==> src/rtl/time_pkg.sv <==
// Shared definitions for the time-set controller and the clock block.
package time_pkg;

  localparam int unsigned YearMinDefault = 2020;
  localparam int unsigned YearMaxDefault = 2025;

  typedef logic [2:0] state_t;

  // Edit states are encoded so that the state value doubles as the field_sel code
  // and btn_next is a plain increment (StEditYear + 1 == StCommit).
  localparam state_t StIdle      = 3'd0;
  localparam state_t StEditHour  = 3'd1;
  localparam state_t StEditMin   = 3'd2;
  localparam state_t StEditSec   = 3'd3;
  localparam state_t StEditDay   = 3'd4;
  localparam state_t StEditMonth = 3'd5;
  localparam state_t StEditYear  = 3'd6;
  localparam state_t StCommit    = 3'd7;

  localparam logic [2:0] FieldNone  = 3'd0;
  localparam logic [2:0] FieldHour  = 3'd1;
  localparam logic [2:0] FieldMin   = 3'd2;
  localparam logic [2:0] FieldSec   = 3'd3;
  localparam logic [2:0] FieldDay   = 3'd4;
  localparam logic [2:0] FieldMonth = 3'd5;
  localparam logic [2:0] FieldYear  = 3'd6;

  // Gregorian leap rule.
  function automatic logic is_leap(input logic [11:0] year);
    return ((year % 12'd4 == 12'd0) && (year % 12'd100 != 12'd0)) ||
           (year % 12'd400 == 12'd0);
  endfunction

endpackage

==> src/rtl/month_len.sv <==
// Days in a given month/year; purely combinational, shared with the clock block.
module month_len
  import time_pkg::*;
(
  input  logic [3:0]  month_i,
  input  logic [11:0] year_i,
  output logic [4:0]  days_o
);

  // Month lookup with leap-aware February; illegal months fall back to 31.
  always_comb begin
    days_o = 5'd31;
    case (month_i)
      4'd2:                    days_o = is_leap(year_i) ? 5'd29 : 5'd28;
      4'd4, 4'd6, 4'd9, 4'd11: days_o = 5'd30;
      default:                 days_o = 5'd31;
    endcase
  end

endmodule

==> src/rtl/time_set_controller.sv <==
// Shadow-register time editor: captures the live time, lets the user step through the
// fields with wrap- and leap-aware inc/dec, and pulses load to write the result back.
module time_set_controller
  import time_pkg::*;
#(
  parameter int unsigned TIMEOUT_CYCLES = 30,
  parameter int unsigned YEAR_MIN       = YearMinDefault,
  parameter int unsigned YEAR_MAX       = YearMaxDefault
) (
  input  logic        clk,
  input  logic        reset,
  input  logic        btn_mode,
  input  logic        btn_next,
  input  logic        btn_inc,
  input  logic        btn_dec,
  input  logic [4:0]  cur_hour,
  input  logic [5:0]  cur_min,
  input  logic [5:0]  cur_sec,
  input  logic [4:0]  cur_day,
  input  logic [3:0]  cur_month,
  input  logic [11:0] cur_year,
  output logic [4:0]  set_hour,
  output logic [5:0]  set_min,
  output logic [5:0]  set_sec,
  output logic [4:0]  set_day,
  output logic [3:0]  set_month,
  output logic [11:0] set_year,
  output logic        load,
  output logic        editing,
  output logic [2:0]  field_sel
);

  localparam int unsigned     CntW    = $clog2(TIMEOUT_CYCLES + 1);
  localparam logic [CntW-1:0] CntLast = CntW'(TIMEOUT_CYCLES - 1);
  localparam logic [11:0]     YrMin   = 12'(YEAR_MIN);
  localparam logic [11:0]     YrMax   = 12'(YEAR_MAX);

  state_t          state_q, state_d;
  logic [CntW-1:0] cnt_q, cnt_d;
  logic [4:0]      hour_q, hour_d, day_q, day_d;
  logic [5:0]      min_q, min_d, sec_q, sec_d;
  logic [3:0]      month_q, month_d, mon_nx, len_month, cap_month;
  logic [11:0]     year_q, year_d, yr_nx, len_year, cap_year;
  logic [4:0]      cap_hour, cap_day, dim;
  logic [5:0]      cap_min, cap_sec;
  logic            in_edit, capture, any_btn, step_up, step_dn;

  assign in_edit = (state_q != StIdle) && (state_q != StCommit);
  assign capture = (state_q == StIdle) && btn_mode;
  assign any_btn = btn_mode | btn_next | btn_inc | btn_dec;
  // inc/dec only act when no higher-priority button is present and they do not cancel.
  assign step_up = btn_inc & ~btn_dec & ~btn_mode & ~btn_next;
  assign step_dn = btn_dec & ~btn_inc & ~btn_mode & ~btn_next;

  // Clamp live values into legal range at capture time.
  always_comb begin
    cap_hour  = (cur_hour > 5'd23) ? 5'd23 : cur_hour;
    cap_min   = (cur_min > 6'd59) ? 6'd59 : cur_min;
    cap_sec   = (cur_sec > 6'd59) ? 6'd59 : cur_sec;
    cap_month = (cur_month == 4'd0) ? 4'd1 : (cur_month > 4'd12) ? 4'd12 : cur_month;
    cap_year  = (cur_year < YrMin) ? YrMin : (cur_year > YrMax) ? YrMax : cur_year;
    cap_day   = (cur_day == 5'd0) ? 5'd1 : (cur_day > dim) ? dim : cur_day;
  end

  // Month/year after this cycle's inc/dec, so day can be clamped against them at once.
  always_comb begin
    mon_nx = month_q;
    yr_nx  = year_q;
    if (state_q == StEditMonth) begin
      if (step_up)      mon_nx = (month_q >= 4'd12) ? 4'd1 : month_q + 4'd1;
      else if (step_dn) mon_nx = (month_q <= 4'd1) ? 4'd12 : month_q - 4'd1;
    end
    if (state_q == StEditYear) begin
      if (step_up)      yr_nx = (year_q >= YrMax) ? YrMin : year_q + 12'd1;
      else if (step_dn) yr_nx = (year_q <= YrMin) ? YrMax : year_q - 12'd1;
    end
  end

  assign len_month = capture ? cap_month : mon_nx;
  assign len_year  = capture ? cap_year : yr_nx;

  month_len u_month_len (
    .month_i (len_month),
    .year_i  (len_year),
    .days_o  (dim)
  );

  // State sequencing, idle timeout and shadow-field editing.
  always_comb begin
    state_d = state_q;
    cnt_d   = cnt_q;
    hour_d  = hour_q;
    min_d   = min_q;
    sec_d   = sec_q;
    day_d   = day_q;
    month_d = month_q;
    year_d  = year_q;
    case (state_q)
      StIdle: begin
        cnt_d = '0;
        if (btn_mode) begin
          state_d = StEditHour;
          hour_d  = cap_hour;
          min_d   = cap_min;
          sec_d   = cap_sec;
          day_d   = cap_day;
          month_d = cap_month;
          year_d  = cap_year;
        end
      end
      StCommit: begin
        state_d = StIdle;
        cnt_d   = '0;
      end
      default: begin
        cnt_d = any_btn ? '0 : CntW'(cnt_q + 1'b1);
        if (btn_mode) begin
          state_d = StIdle;
        end else if (btn_next) begin
          state_d = state_q + 3'd1;
        end else if (!any_btn && cnt_q == CntLast) begin
          state_d = StIdle;
          cnt_d   = '0;
        end
        case (state_q)
          StEditHour: begin
            if (step_up)      hour_d = (hour_q >= 5'd23) ? 5'd0 : hour_q + 5'd1;
            else if (step_dn) hour_d = (hour_q == 5'd0) ? 5'd23 : hour_q - 5'd1;
          end
          StEditMin: begin
            if (step_up)      min_d = (min_q >= 6'd59) ? 6'd0 : min_q + 6'd1;
            else if (step_dn) min_d = (min_q == 6'd0) ? 6'd59 : min_q - 6'd1;
          end
          StEditSec: begin
            if (step_up)      sec_d = (sec_q >= 6'd59) ? 6'd0 : sec_q + 6'd1;
            else if (step_dn) sec_d = (sec_q == 6'd0) ? 6'd59 : sec_q - 6'd1;
          end
          StEditDay: begin
            if (step_up)      day_d = (day_q >= dim) ? 5'd1 : day_q + 5'd1;
            else if (step_dn) day_d = (day_q <= 5'd1) ? dim : day_q - 5'd1;
          end
          default: ;
        endcase
        month_d = mon_nx;
        year_d  = yr_nx;
        if (state_q != StEditDay && day_q > dim) day_d = dim;
      end
    endcase
  end

  // Registered state and shadow values with synchronous reset.
  always_ff @(posedge clk) begin
    if (reset) begin
      state_q <= StIdle;
      cnt_q   <= '0;
      hour_q  <= 5'd0;
      min_q   <= 6'd0;
      sec_q   <= 6'd0;
      day_q   <= 5'd1;
      month_q <= 4'd1;
      year_q  <= YrMin;
    end else begin
      state_q <= state_d;
      cnt_q   <= cnt_d;
      hour_q  <= hour_d;
      min_q   <= min_d;
      sec_q   <= sec_d;
      day_q   <= day_d;
      month_q <= month_d;
      year_q  <= year_d;
    end
  end

  assign set_hour  = hour_q;
  assign set_min   = min_q;
  assign set_sec   = sec_q;
  assign set_day   = day_q;
  assign set_month = month_q;
  assign set_year  = year_q;
  assign editing   = in_edit;
  assign field_sel = in_edit ? state_q : FieldNone;
  // Gated by reset so a reset landing on the COMMIT cycle suppresses the pulse.
  assign load      = (state_q == StCommit) & ~reset;

endmodule

==> config.mk <==
export PLATFORM = sky130hd
export DESIGN_NAME = time_set_controller
export DESIGN_NICKNAME = d
export VERILOG_FILES = /design/src/rtl/time_pkg.sv /design/src/rtl/month_len.sv /design/src/rtl/time_set_controller.sv
export SDC_FILE = /design/constraint.sdc
export NUM_CORES = 1
export LEC_CHECK = 0
export CAP_MARGIN = 25
export CORE_UTILIZATION = 50
export CTS_BUF_LIST = sky130_fd_sc_hd__clkbuf_16
export DETAILED_ROUTE_END_ITERATION = 12
export GPL_ROUTABILITY_DRIVEN = 0
export PLACE_DENSITY = 0.78
export SYNTH_ARGS = -nofsm -noshare
export SYNTH_HDL_FRONTEND = slang
export SYNTH_SLANG_ARGS = --single-unit
==> constraint.sdc <==
create_clock -name clk -period 10.84 [get_ports clk]
set_input_delay 2.71 -clock clk [delete_from_list [all_inputs] [get_ports clk]]
set_output_delay 2.71 -clock clk [all_outputs]
set_load 0.005 [all_outputs]
==> impl_metrics.py, run 1 <==
metrics = {
    "run_status": {
        "outcome": "finished, final reports clean",
    },
    "floorplanning": {
        "dieWidth_um": 109,
        "start_util_pct": 52.1,
        "die-area_mm2": 0.0119,
        "design.core.area_mm2": 0.0110,
        "fp-row-count": 38,
        "pin_count": 87,
        "dieHeight_um": 109,
    },
    "critical_path": {
        "worstSetupEndpointType": "flop",
        "worst-path-max-fanout": 14,
        "crit_required_ns": 11.02,
        "rr_worst_depth": 29,
        "regToRegSetupSlack_ns": 3.36,
        "timing.critical_path.mode_cell": "nor2_1",
        "crit_path_max_incr_delay_ns": 0.85,
        "cpMaxStageDelayCell": "or4b_1",
        "rr_endpoint": "set_day[0]",
        "critical_path_class": "input pin to flop",
        "r2r_start": "set_year[6]",
        "arrival_ns": 10.22,
        "critPathLaunchType": "input pin",
    },
    "clock_tree": {
        "cts_hold_buf": 0,
        "post-cts-setup-buffers": 0,
        "clkSlewWorstSetupHoldPaths_ns": 0.07,
        "ctsHtreeMaxLevel": 2,
        "clk_path_buf_depth": 2,
        "cts.sinks": 46,
        "numCtsBuffers": 5,
        "root_buffer": "clkbuf_16",
        "cts-resized-gates": 0,
        "cts_tree": "yes",
        "clock_latency_ns": 0.29,
    },
    "min_path": {
        "holdPathStages": 1,
        "hold_end": "cnt_q[0]",
        "min_path_type": "flop to flop",
        "hold_path.startpoint": "cnt_q[0]",
    },
    "global_routing": {
        "grt_util_all_layers_pct": 29.8,
        "grt-ovfl-total": 0,
        "antenna_found_initial": 0,
        "grt_pass1_wl_um": 28900,
        "grt_pass1_vias": 6126,
        "grt_max_degree": 44,
    },
    "detailed_routing": {
        "antenna_left": 0,
        "wl_um": 17800,
        "drt-initial-drc-count": 709,
        "firstDrtPassIters": 5,
        "wl_per_cell_um": 17.6,
        "routed_via_density": 6.66,
        "drc": 0,
        "vias": 6726,
    },
    "cells_and_area": {
        "fin_util_pct": 61.1,
        "antenna_cells": 0,
        "layout.nets": 942,
        "areaGrowthSynthToFinish_pct": 17.3,
        "nFillCells": 999,
        "drive_gt1_share_pct": 6.67,
    },
    "yosys": {
        "syn_avg_cell_area_um2": 6.89,
        "yosysMostFrequentCell": "nor2_1",
        "synth_edf_count": 0,
        "yosys_warnings": 0,
        "synth_area_mm2": 0.00572,
        "ys_seq_area_share_pct": 16.1,
        "yosys.area.top_type_share_pct": 16.1,
        "netlist_top_cells_count": "nor2_1, a21oi_1, nand2_1",
        "yosys_most_used_dff": "dfxtp_1",
        "syn_inst": 830,
        "syn_nets": 903,
        "ys_seq_elements": 46,
        "ys_types": 88,
        "async_reset_ff_share_pct": 0,
        "ys_top_cells_by_area": "dfxtp_1, a21oi_1, ha_1",
        "synth_top_cell_by_area": "dfxtp_1",
    },
    "run": {
        "cap_violations": 0,
    },
    "timing": {
        "worstMarginPinSlew_ns": 0.846,
        "finalCritPeriodShare_pct": 92.6,
        "fin_tns_setup_ns": 0,
        "setup_viol_count_final": 0,
        "drv_slew": 0,
        "rsz0062_at_grt": "no",
        "slew_headroom_pct": 43.6,
        "post-route-min-period_ns": 10.04,
        "clock.fmax_ghz": 0.0996,
        "setup_slack_ns": 0.799,
        "hold_viol": 0,
        "fin_worst_skew_ns": 0.00944,
    },
    "power_and_ir_drop": {
        "p_leak_nw": 2.33,
        "power_density_mw_per_mm2": 97.9,
        "ir_drop_uv": 89.2,
    },
    "placement": {
        "dp_hpwl_um": 12800,
        "dp_slack_ns": 0.679,
        "portBuffers": 86,
    },
}
-- worst max-delay path: cells and delay by family --
kind / cells / cell delay (ns)
AOI/OAI and AO/OA: 14 / 3.27
and+or+nand+nor: 10 / 2.30
muxes: 3 / 0.84
buffers and inverters: 1 / 0.65
adders and majority gates: 1 / 0.31
xor gates and xnor gates: 1 / 0.13
-- registers in the layout (all words and copies together), names as in the netlist --
signal	count
cnt_q	5
set_sec	6
set_month	4
state_q	3
set_day	5
set_min	6
set_hour	5
set_year	12
-- through the flow --
step | instance area [um^2] | hold slack (ns) | power (mW) | cells
2_1_floorplan | 5720 | 0.433 | 0.380 | 830
3_3_place_gp | 6530 | 0.444 | 0.461 | 1001
3_5_place_dp | 6530 | 0.474 | 0.470 | 1001
4_1_cts | 6710 | 0.489 | 0.653 | 1009
5_1_grt | 6710 | 0.501 | 0.693 | 1010
6_report | 6710 | 0.477 | 0.657 | 1010
-- worst max-delay path by stage --
stage | startpoint | endpoint | cells past startpoint
3_5_place_dp | btn_mode | set_day[0] | 30
4_1_cts | btn_mode | set_day[0] | 30
3_3_place_gp | btn_mode | set_day[0] | 30
6_report | btn_mode | set_day[0] | 30
2_1_floorplan | btn_mode | set_day[0] | 33
5_1_grt | btn_mode | set_day[0] | 30
-- cell usage in the layout, fill, tap and decap left out, types with 11 or more instances in the layout --
cell type         n
inv_1            26
a31oi_1          13
and2_1           11
nand2b_1         12
clkdlybuf4s50_1  86
nand2_1          85
nor3_1           44
ha_1             29
nor2_1           96
xnor2_1          15
o22ai_1          14
a211oi_1         19
o21ai_0          36
nand3_1          27
dfxtp_1          46
a21oi_1          89
nand4_1          12
-- metal layers --
layer	GRT usage [%]	wire (um)
met2	49.5	8360
met5	0	0
met3	2.57	1420
met1	40.4	7550
met4	9.94	451
-- where the power goes --
group	internal (mW)	switching (mW)	total (mW)
clock	0.111	0.0737	0.184
sequential	0.183	0.0353	0.218
combinational	0.117	0.138	0.255
total	0.411	0.247	0.657
-- cell families (layout without fill, tap and decap cells) --
kind of cell	after synthesis	after routing	share of synthesized area (%)
XOR/XNOR	22	22	3.37
AO/OA/AOI/OAI	285	285	34.6
AND/OR/NAND/NOR	353	353	31.7
flip-flops	46	46	16.1
buffers and inverters	88	128	6.63
adder cells (fa/ha/maj)	30	30	6.54
multiplexers	6	6	1.05
-- area by class of cell --
class / count / area (um^2) / area share (%)
Clock buffer: 5 / 125 / 1.86
Clock inverter: 3 / 48.8 / 0.727
Inverter: 26 / 97.6 / 1.45
Tap cell: 140 / 175 / 2.61
Sequential cell: 46 / 921 / 13.7
Multi-Input combinational cell: 696 / 4420 / 65.9
Timing Repair Buffer: 94 / 921 / 13.7
(Power assumes the default switching activity.)
==> run 2: changes to the inputs <==
--- a/config.mk
+++ b/config.mk
@@ -10,6 +10,5 @@
 export CTS_BUF_LIST = sky130_fd_sc_hd__clkbuf_16
 export DETAILED_ROUTE_END_ITERATION = 12
-export GPL_ROUTABILITY_DRIVEN = 0
-export PLACE_DENSITY = 0.78
+export PLACE_DENSITY = 0.81
 export SYNTH_ARGS = -nofsm -noshare
 export SYNTH_HDL_FRONTEND = slang
==> constraint.sdc (replaced) <==
create_clock -name clk -period 8.5 [get_ports clk]
set_input_delay 1.275 -clock clk [delete_from_list [all_inputs] [get_ports clk]]
set_output_delay 1.275 -clock clk [all_outputs]
set_load 0.005 [all_outputs]
==> impl_metrics.py, run 2 (synthesized netlist as in run 1, its figures left out) <==
metrics = {
    "global_routing": {
        "grt_pass1_vias": 5673,
        "antenna_found_initial": 0,
        "grt_max_degree": 44,
        "grt_util_all_layers_pct": 28.5,
        "grt_pass1_wl_um": 27600,
        "grt-ovfl-total": 0,
    },
    "placement": {
        "dp_hpwl_um": 12100,
        "dp_slack_ns": 0.200,
        "portBuffers": 86,
        "place.gp.congestion": 0.981,
    },
    "timing": {
        "clock.fmax_ghz": 0.128,
        "whs_ns": 0.468,
        "fin_tns_setup_ns": 0,
        "worstMarginPinSlew_ns": 0.864,
        "drv_slew": 0,
        "slew_headroom_pct": 42.3,
        "finalCritPeriodShare_pct": 92.2,
        "hold_viol": 0,
        "fin_worst_skew_ns": 0.00779,
        "post-route-min-period_ns": 7.84,
        "setup_viol_count_final": 0,
        "rsz0062_at_grt": "no",
        "setup_slack_ns": 0.660,
    },
    "cells_and_area": {
        "drive_gt1_share_pct": 7.75,
        "areaGrowthSynthToFinish_pct": 18.4,
        "final_common_cell": "nor2_1",
        "largest_reg_flops": 12,
        "layout.nets": 949,
        "antenna_cells": 0,
        "layout_common_cells": "nor2_1, a21oi_1, clkdlybuf4s50_1",
    },
    "floorplanning": {
        "dieHeight_um": 109,
        "fp-row-count": 38,
        "dieWidth_um": 109,
        "design.core.area_mm2": 0.0110,
        "die-area_mm2": 0.0119,
        "pin_count": 87,
        "start_util_pct": 52.1,
    },
    "clock_tree": {
        "cts_tree": "yes",
        "ctsHtreeMaxLevel": 2,
        "clkSlewWorstSetupHoldPaths_ns": 0.07,
        "cts.sinks": 46,
        "post-cts-setup-buffers": 0,
        "clk_path_buf_depth": 2,
        "numCtsBuffers": 5,
        "clock_latency_ns": 0.30,
        "root_buffer": "clkbuf_16",
    },
    "critical_path": {
        "cpMaxStageDelayCell": "and3_1",
        "r2r_start": "set_year[6]",
        "crit_path_max_incr_delay_ns": 0.59,
        "worstSetupEndpointType": "flop",
        "rr_worst_depth": 29,
        "critical_path_class": "input pin to flop",
        "critPathLaunchType": "input pin",
        "regToRegSetupSlack_ns": 1.31,
        "arrival_ns": 8.02,
        "crit_required_ns": 8.68,
        "worst-path-max-fanout": 12,
        "rr_endpoint": "set_day[0]",
    },
    "power_and_ir_drop": {
        "ir_drop_uv": 110,
        "clkPwrFrac_pct": 28.3,
        "p_leak_nw": 2.36,
        "p_sw_share_pct": 37.1,
        "internal_power_mw": 0.525,
        "switchingPower_mw": 0.310,
        "p_seq_share_pct": 33.3,
        "pwr-share-comb_pct": 38.4,
        "power_density_mw_per_mm2": 123,
    },
    "detailed_routing": {
        "wl_per_cell_um": 16.6,
        "firstDrtPassIters": 5,
        "routed_via_density": 6.51,
        "drt-initial-drc-count": 561,
        "drc": 0,
        "antenna_left": 0,
        "wl_um": 16800,
        "vias": 6616,
    },
    "min_path": {
        "holdPathStages": 1,
        "hold_end": "cnt_q[0]",
        "hold_path.startpoint": "cnt_q[0]",
        "min_path_type": "flop to flop",
    },
    "run_status": {
        "outcome": "finished, final reports clean",
    },
    "run": {
        "cap_violations": 0,
    },
}
==> run 2: cell types whose count changed in the layout (fill, tap and decap cells not counted) <==
cell and change:
buf_4 +7, and2_1 -1, nor2_2 +1, mux2i_1 -1
mux2i_2 +1, nor2_1 -1, and2_2 +1
==> run 2: layout make-up <==
| cell class | count | area [um^2] |
|---|---|---|
| Clock buffer | 5 | 125 |
| Clock inverter | 3 | 48.8 |
| Fill cell | 983 | 4210 |
| Inverter | 26 | 97.6 |
| Multi-Input combinational cell | 696 | 4430 |
| Sequential cell | 46 | 921 |
| Tap cell | 140 | 175 |
| Timing Repair Buffer | 101 | 973 |
==> run 2: worst max-delay path by stage <==
stage	start	to	slack, ns
after global routing	btn_mode	set_day[0]	0.08
final	btn_dec	set_day[0]	0.66
after floorplan	btn_mode	set_day[0]	1.62
after detailed placement	btn_mode	set_day[0]	0.20
after global placement	btn_mode	set_day[0]	0.50
after CTS	btn_mode	set_day[0]	0.48
==> run 2: metal layers <==
layer / vias to the layer above / wire (um) / global-route usage [%]
met3: 30 / 1470 / 3.95
met2: 348 / 7610 / 45.0
li1: 3193 / - / -
met4: 0 / 344 / 9.17
met1: 3045 / 7420 / 39.6
met5: - / 0 / 0
==> run 2: power by group through the flow <==
stage,registers (mW),clock network [mW],logic (mW)
floorplan,0.260,0,0.225
global placement,0.282,0,0.312
detailed placement,0.281,0,0.316
CTS,0.277,0.239,0.318
global route,0.283,0.247,0.356
finish,0.278,0.236,0.321
==> run 2: through the flow <==
step | instance area [um^2] | total power, mW | std cells | utilization, %
after detailed placement | 6590 | 0.597 | 1009 | 60.0
after global routing | 6770 | 0.885 | 1017 | 61.7
after floorplan | 5720 | 0.485 | 830 | -
after global placement | 6590 | 0.594 | 1009 | 60.0
after CTS | 6770 | 0.833 | 1017 | 61.6
final | 6770 | 0.835 | 1017 | 61.7
==> run 2: worst max-delay path: cells and delay by family <==
kind | cells | cell delay [ns]
multiplexers | 1 | 0.26
AO/OA/AOI/OAI | 16 | 3.31
AND/OR/NAND/NOR | 10 | 1.99
XOR/XNOR | 1 | 0.14
buffers and inverters | 2 | 0.71
adder cells (fa/ha/maj) | 1 | 0.30
==> run 2: what timing repair did <==
action	CTS	global route
hold buffers	0	0
gates resized for setup	0	3
setup endpoints to repair	0	3
==> run 3: changes to the inputs <==
- HOLD_SLACK_MARGIN: unset -> 0.02
==> results of run 3 <==
No change in the layout: final DEF, timing and power equal those of run 2.
